`config.mk`:
```
export PLATFORM = sky130hd
export DESIGN_NAME = rx_control
export DESIGN_NICKNAME = d
export VERILOG_FILES = /design/src/rtl/comm_pkg.sv /design/src/rtl/ref_delay_line.sv /design/src/rtl/rx_control.sv
export SDC_FILE = /design/constraint.sdc
export NUM_CORES = 2
export LEC_CHECK = 0
export BUFFER_PORTS_ARGS = -buffer_cell sky130_fd_sc_hd__clkbuf_2
export CORE_ASPECT_RATIO = 0.5
export CORE_UTILIZATION = 50
export CTS_CLUSTER_SIZE = 14
export DETAILED_ROUTE_END_ITERATION = 7
export HOLD_SLACK_MARGIN = 0.06
export PLACE_DENSITY = 0.67
export SETUP_SLACK_MARGIN = 0.02
export SLEW_MARGIN = 20
export SYNTH_ARGS = -nofsm -noshare
export SYNTH_HDL_FRONTEND = slang
export SYNTH_SLANG_ARGS = --single-unit
```
`constraint.sdc`:
```
create_clock -name clock -period 6.5 [get_ports clock]
set_input_delay 0.65 -clock clock [delete_from_list [all_inputs] [get_ports clock]]
set_output_delay 0.65 -clock clock [all_outputs]
set_load 0.01 [all_outputs]
```
`src/rtl/comm_pkg.sv`:
```
`default_nettype none
// ==== comm_pkg: shared link-layer types and default link parameters (rev 1.0) ====
package comm_pkg;

  typedef enum logic {
    SEARCH = 1'b0,
    LOCK   = 1'b1
  } rx_state_e;

  // Shared with the transmit strobe generator and the PRBS blocks.
  localparam int OS_DEFAULT        = 4;
  localparam int MAX_DELAY_DEFAULT = 512;
  localparam int WINDOW_DEFAULT    = 64;

endpackage
`default_nettype wire

```
`src/rtl/ref_delay_line.sv`:
```
`default_nettype none
// ==== ref_delay_line: enabled shift register with indexed read tap (rev 1.0) ====
module ref_delay_line #(
  parameter int DEPTH = 512,
  parameter int IDX_W = 9
) (
  input  logic             clock,
  input  logic             reset,
  input  logic             shift,
  input  logic             din,
  input  logic [IDX_W-1:0] idx,
  output logic             dout
);

  logic [DEPTH-1:0] line;

  // Bit 0 always holds the newest reference bit, so idx is the delay in symbols.
  always_ff @(posedge clock) begin
    if (reset) begin
      line <= '0;
    end else if (shift) begin
      line <= {line[DEPTH-2:0], din};
    end
  end

  assign dout = line[idx];

endmodule
`default_nettype wire

```
`src/rtl/rx_control.sv`:
```
`default_nettype none
// ==== rx_control: receive sample strobe, channel delay search and BER counters (rev 1.0) ====
module rx_control
  import comm_pkg::*;
#(
  parameter int OS        = OS_DEFAULT,
  parameter int PH_W      = 2,
  parameter int MAX_DELAY = MAX_DELAY_DEFAULT,
  parameter int DLY_W     = 9,
  parameter int WINDOW    = WINDOW_DEFAULT,
  parameter int LOSS_THR  = 8,
  parameter int CNT_W     = 32
) (
  input  logic             clock,
  input  logic             i_reset,
  input  logic             i_enable,
  input  logic [PH_W-1:0]  i_phase,
  input  logic             i_rx_bit,
  input  logic             i_ref_bit,
  output logic             o_sample_valid,
  output logic             o_lock,
  output logic [DLY_W-1:0] o_delay,
  output logic [CNT_W-1:0] o_err_count,
  output logic [CNT_W-1:0] o_bit_count
);

  localparam int WC_W = (WINDOW > 1) ? $clog2(WINDOW) : 1;
  localparam int WE_W = $clog2(WINDOW + 1);

  logic [PH_W-1:0]  ph_cnt;
  logic [PH_W-1:0]  phase_q;
  logic             sample_hit;
  logic             sample_valid;
  logic             rx_q;
  logic             cmp_pend;
  logic             cmp_en;
  logic             ref_bit;
  logic             err;
  logic             win_end;
  logic [DLY_W-1:0] rd_idx;
  logic [WE_W-1:0]  win_err_sum;

  rx_state_e        state, state_next;
  logic [DLY_W-1:0] cand, cand_next;
  logic [DLY_W-1:0] delay, delay_next;
  logic [WC_W-1:0]  win_cnt, win_cnt_next;
  logic [WE_W-1:0]  win_err, win_err_next;
  logic [CNT_W-1:0] err_count, err_count_next;
  logic [CNT_W-1:0] bit_count, bit_count_next;

  assign sample_hit = i_enable && (ph_cnt == phase_q);
  // The comparison is held off while disabled so a sample taken just before
  // i_enable drops is still evaluated once it returns.
  assign cmp_en     = i_enable && cmp_pend;

  always_ff @(posedge clock) begin
    if (i_reset) begin
      ph_cnt       <= '0;
      phase_q      <= '0;
      sample_valid <= 1'b0;
      rx_q         <= 1'b0;
      cmp_pend     <= 1'b0;
    end else begin
      sample_valid <= sample_hit;
      if (i_enable) begin
        ph_cnt   <= ph_cnt + PH_W'(1);
        cmp_pend <= sample_hit;
        if (ph_cnt == PH_W'(OS - 1)) begin
          phase_q <= i_phase;
        end
      end
      if (sample_hit) begin
        rx_q <= i_rx_bit;
      end
    end
  end

  assign rd_idx = (state == LOCK) ? delay : cand;

  ref_delay_line #(
    .DEPTH (MAX_DELAY),
    .IDX_W (DLY_W)
  ) u_ref_dl (
    .clock (clock),
    .reset (i_reset),
    .shift (sample_hit),
    .din   (i_ref_bit),
    .idx   (rd_idx),
    .dout  (ref_bit)
  );

  assign err         = rx_q ^ ref_bit;
  assign win_err_sum = win_err + WE_W'(err);
  assign win_end     = (win_cnt == WC_W'(WINDOW - 1));

  always_ff @(posedge clock) begin
    if (i_reset) begin
      state     <= SEARCH;
      cand      <= '0;
      delay     <= '0;
      win_cnt   <= '0;
      win_err   <= '0;
      err_count <= '0;
      bit_count <= '0;
    end else begin
      state     <= state_next;
      cand      <= cand_next;
      delay     <= delay_next;
      win_cnt   <= win_cnt_next;
      win_err   <= win_err_next;
      err_count <= err_count_next;
      bit_count <= bit_count_next;
    end
  end

  always_comb begin
    state_next     = state;
    cand_next      = cand;
    delay_next     = delay;
    win_cnt_next   = win_cnt;
    win_err_next   = win_err;
    err_count_next = err_count;
    bit_count_next = bit_count;

    if (cmp_en) begin
      win_cnt_next = win_cnt + WC_W'(1);
      win_err_next = win_err_sum;

      if (state == LOCK) begin
        if (bit_count != '1) begin
          bit_count_next = bit_count + CNT_W'(1);
        end
        if (err && (err_count != '1)) begin
          err_count_next = err_count + CNT_W'(1);
        end
      end

      // Window decisions include the error of the sample closing the window.
      if (win_end) begin
        win_cnt_next = '0;
        win_err_next = '0;
        case (state)
          SEARCH: begin
            if (win_err_sum == '0) begin
              state_next = LOCK;
              delay_next = cand;
            end else if (cand == DLY_W'(MAX_DELAY - 1)) begin
              cand_next = '0;
            end else begin
              cand_next = cand + DLY_W'(1);
            end
          end
          LOCK: begin
            if (win_err_sum > WE_W'(LOSS_THR)) begin
              state_next = SEARCH;
              cand_next  = '0;
            end
          end
          default: state_next = SEARCH;
        endcase
      end
    end
  end

  assign o_sample_valid = sample_valid;
  assign o_lock         = (state == LOCK);
  assign o_delay        = delay;
  assign o_err_count    = err_count;
  assign o_bit_count    = bit_count;

endmodule
`default_nettype wire

```
==> flow_summary.toml <==
[outcome]
status = "complete, no violations"

[worst_setup_path]
critical_path.top_delay_family = "simple AND/OR/NAND/NOR gates"
worst-r2r-cell-count = 23
timing.critical_path.required_ps = 6970
crit_arrival_ps = 6470
endpoint_kind = "flop"
crit_path_max_incr_delay_ps = 580
timing.critical_path.buf_inv = 3
regToRegSetupSlack_ps = 500
critical_path.max_fanout = 29
worstReg2RegEnd = "cand[5]$_SDFFE_PP0P_"
setup.worst_path.class = "flop to flop"
worst_setup_path_start_kind = "flop"
slowest_stage = "sky130_fd_sc_hd__dfxtp_4"
reg2reg_from = "o_lock$_SDFFE_PP0P_"
path_cells = "or3b_4 > and2_2 > buf_4 > buf_4 > a41oi_1 > a2111oi_0 > nand3b_1 > a221oi_1 > nor4_1 > a21o_1 > nor3_4 > or2_2 > ha_1 > ha_1 > and3_1 > and3_1 > a32o_1 > a21oi_1 > inv_1 > nor2_1 > nand3_1 > xor2_1 > nor2_1"

[synth]
synth_flop_cell = "sky130_fd_sc_hd__dfxtp_1"
seq_area_frac_synth_pct = 41.6
post-synth-top-area-cell = "sky130_fd_sc_hd__dfxtp_1"
edff_count_synth = 0
syn_area_per_cell_um2 = 7.32
yosysWarningCount = 0
mapped_cells = 4046
postSynthNetCount = 4061
synth_area_leaders = "sky130_fd_sc_hd__dfxtp_1 (42%), sky130_fd_sc_hd__nand2_1 (16%), sky130_fd_sc_hd__a21oi_1 (10%)"
synth.ff_latch_count = 615
postSynth.asyncResetShare_pct = 0
synthDominantCellAreaShare_pct = 41.6
synth_common_cells = "sky130_fd_sc_hd__nand2_1 (1,228), sky130_fd_sc_hd__dfxtp_1 (615), sky130_fd_sc_hd__a21oi_1 (606)"
post_synthesis_cell_type_count = 81
synth.most_common_cell = "sky130_fd_sc_hd__nand2_1"
syn-cell-area_um2 = 29600

[final_layout]
finalInstanceArea_um2 = 32300
fill_cell_instance_count_of_the_final_layout = 5454
finalNetCount = 3944
area.growth.synth_to_final_pct = 9.10
fraction_of_layout_instances_using_a_drive_strength_above_1_pct = 7.59
n_antenna_cell = 0

[timing]
fin_crit_ps = 6000
fin_tns_setup_ps = 0
layout_worst_path_cycle_share_pct = 92.4
report.final.hold_viol_count = 0
skew_ps = 18.7
max_slew.worst_pin.slew_ps = 1150
fmax_mhz = 167
grt_setup_unrepaired = "no"
number_of_pins_with_negative_max_slew_slack_in_the_final_report = 0
worst_slew_margin_rel_pct = 23.3
setup_viol = 0

[place]
postPlaceCellArea_um2 = 30400
port_buffers = 81
place_hpwl_um = 54400
place.gp.congestion = 0.917

[clocking]
cts.htree.levels = 2
cts-root-to-sink-buffers = 3
root_buffer = "sky130_fd_sc_hd__clkbuf_16"
cts_resized = 0
number_of_sinks_driven_by_the_clock_tree = 615
clock_tree_from_tritoncts = "yes"
worstSkewPairLatency_ps = 610
clk_pin_slew_worst_setup_hold_paths_ps = 70
cts_inserted_buffers = 56
holdBufCountCts = 0
post_cts_buffers = 0

[global_route]
track_usage_pct = 27.9
grt_antenna_before_repair = 0
grt-ovfl-total = 0
grt_first_pass_wirelength_um = 139000
largest_net_degree_at_the_start_of_global_routing = 214
via_count_of_the_first_global_routing_pass = 25100

[floorplanning]
design.portCount = 82
core_area_um2 = 57900
floorplan.initialDensity_pct = 51.1
fp.dieArea_um2 = 60200
die_width_um = 346
core.rowCount = 62
fp.dieH_um = 174

[detailed_routing]
drt_drc_violations_left = 0
detailedRoute.firstIterationViolations = 3181
detail_route.wl_per_cell_um = 18.4
wl_um = 87100
route.detailed.vias_per_inst = 6.00
postRouteAntennaNets = 0
drt_pre_antenna_iters = 6
detailroute.via_count = 28400

[min_path]
worstHoldPathCells = 3
timing.hold.worst_endpoint = "u_ref_dl.line[0]$_SDFFE_PP0P_"
worst_hold_path_type = "input port to flop"
hold_path_startpoint = "i_ref_bit"

[power_and_ir_drop]
p_total_w = 0.00758
cellLeakagePower_nw = 10.5
power.density_nw_per_um2 = 235
vdd_drop_max_v = 0.000196

[job]
max_cap_viol_count = 0
-- metrics by stage --
step	std cells	worst slack, ps	hold slack (ps)	util (%)
6_report	4733	496	267	55.7
5_1_grt	4733	145	263	55.7
4_1_cts	4732	625	239	55.7
3_5_place_dp	4638	656	456	52.5
3_3_place_gp	4638	773	447	52.5
2_1_floorplan	4046	1390	436	-
-- layer usage --
metal / vias to the layer above / wire length (µm) / share of wire [%] / global-route usage (%)
met2: 1056 / 37600 / 43 / 42.2
met3: 102 / 7420 / 8.5 / 4.37
met5: - / 0 / 0 / 0
met4: 0 / 1270 / 1.5 / 5.33
met1: 13600 / 40800 / 47 / 41.8
li1: 13700 / - / - / -
-- state kept, by name (all words and copies together), names as in the netlist --
| signal | cells |
|---|---|
| cand | 9 |
| cmp_pend | 1 |
| o_bit_count | 32 |
| o_delay | 9 |
| o_err_count | 32 |
| o_lock | 1 |
| o_sample_valid | 1 |
| ph_cnt | 2 |
| phase_q | 2 |
| rx_q | 1 |
| u_ref_dl.line | 512 |
| win_cnt | 6 |
| win_err | 7 |
-- cells by family after synthesis --
| family | Yosys count | share of synthesized area [%] |
|---|---|---|
| buffers and inverters | 351 | 4.88 |
| XOR/XNOR | 41 | 1.21 |
| adder cells (fa/ha/maj) | 9 | 0.372 |
| flip-flops | 615 | 41.6 |
| AND/OR/NAND/NOR | 1737 | 24.0 |
| multiplexers | 101 | 3.84 |
| AO/OA/AOI/OAI | 1192 | 24.1 |
-- worst max-delay path by stage --
stage / from / end / cells after the start
after floorplan: o_lock$_SDFFE_PP0P_ / cand[5]$_SDFFE_PP0P_ / 26
after global placement: o_lock$_SDFFE_PP0P_ / o_delay[4]$_SDFFE_PP0P_ / 20
after detailed placement: o_lock$_SDFFE_PP0P_ / o_delay[8]$_SDFFE_PP0P_ / 20
after CTS: o_lock$_SDFFE_PP0P_ / o_delay[8]$_SDFFE_PP0P_ / 20
after global routing: o_lock$_SDFFE_PP0P_ / cand[6]$_SDFFE_PP0P_ / 21
final: o_lock$_SDFFE_PP0P_ / cand[5]$_SDFFE_PP0P_ / 23
-- placed cells by master (no fill, tap or decap), drive strengths merged, types with 34 or more instances in the layout --
cell / count
mux2i: 55
dfxtp: 615
nor2: 259
a22oi: 34
o22ai: 60
o21ai: 172
nand3: 58
nand2: 1228
o211ai: 49
a21oi: 607
nor2b: 38
and3: 34
o21bai: 55
mux2: 40
buf: 76
clkbuf: 163
-- where the power goes --
part / internal, W / total, W / leakage [nW] / switching (W)
Sequential: 0.00377 / 0.00378 / 4.96 / 0.00000549
Combinational: 0.0000411 / 0.000365 / 4.62 / 0.000324
Clock: 0.00197 / 0.00344 / 0.920 / 0.00148
Total: 0.00578 / 0.00758 / 10.5 / 0.00180
-- worst min-delay path, delay by kind of cell --
family | cells | cell delay [ps]
AOI/OAI and AO/OA | 1 | 50
buffers and inverters | 1 | 80
and+or+nand+nor | 1 | 40
-- area by class of cell --
| cell class | instances | area, µm² | area share, % |
|---|---|---|---|
| Clock buffer | 83 | 1670 | 5.18 |
| Clock inverter | 11 | 191 | 0.593 |
| Inverter | 20 | 75.1 | 0.232 |
| Multi-Input combinational cell | 3080 | 15900 | 49.3 |
| Sequential cell | 615 | 12300 | 38.2 |
| Tap cell | 768 | 961 | 2.98 |
| Timing Repair Buffer | 156 | 1160 | 3.60 |
(Power assumes the default switching activity.)
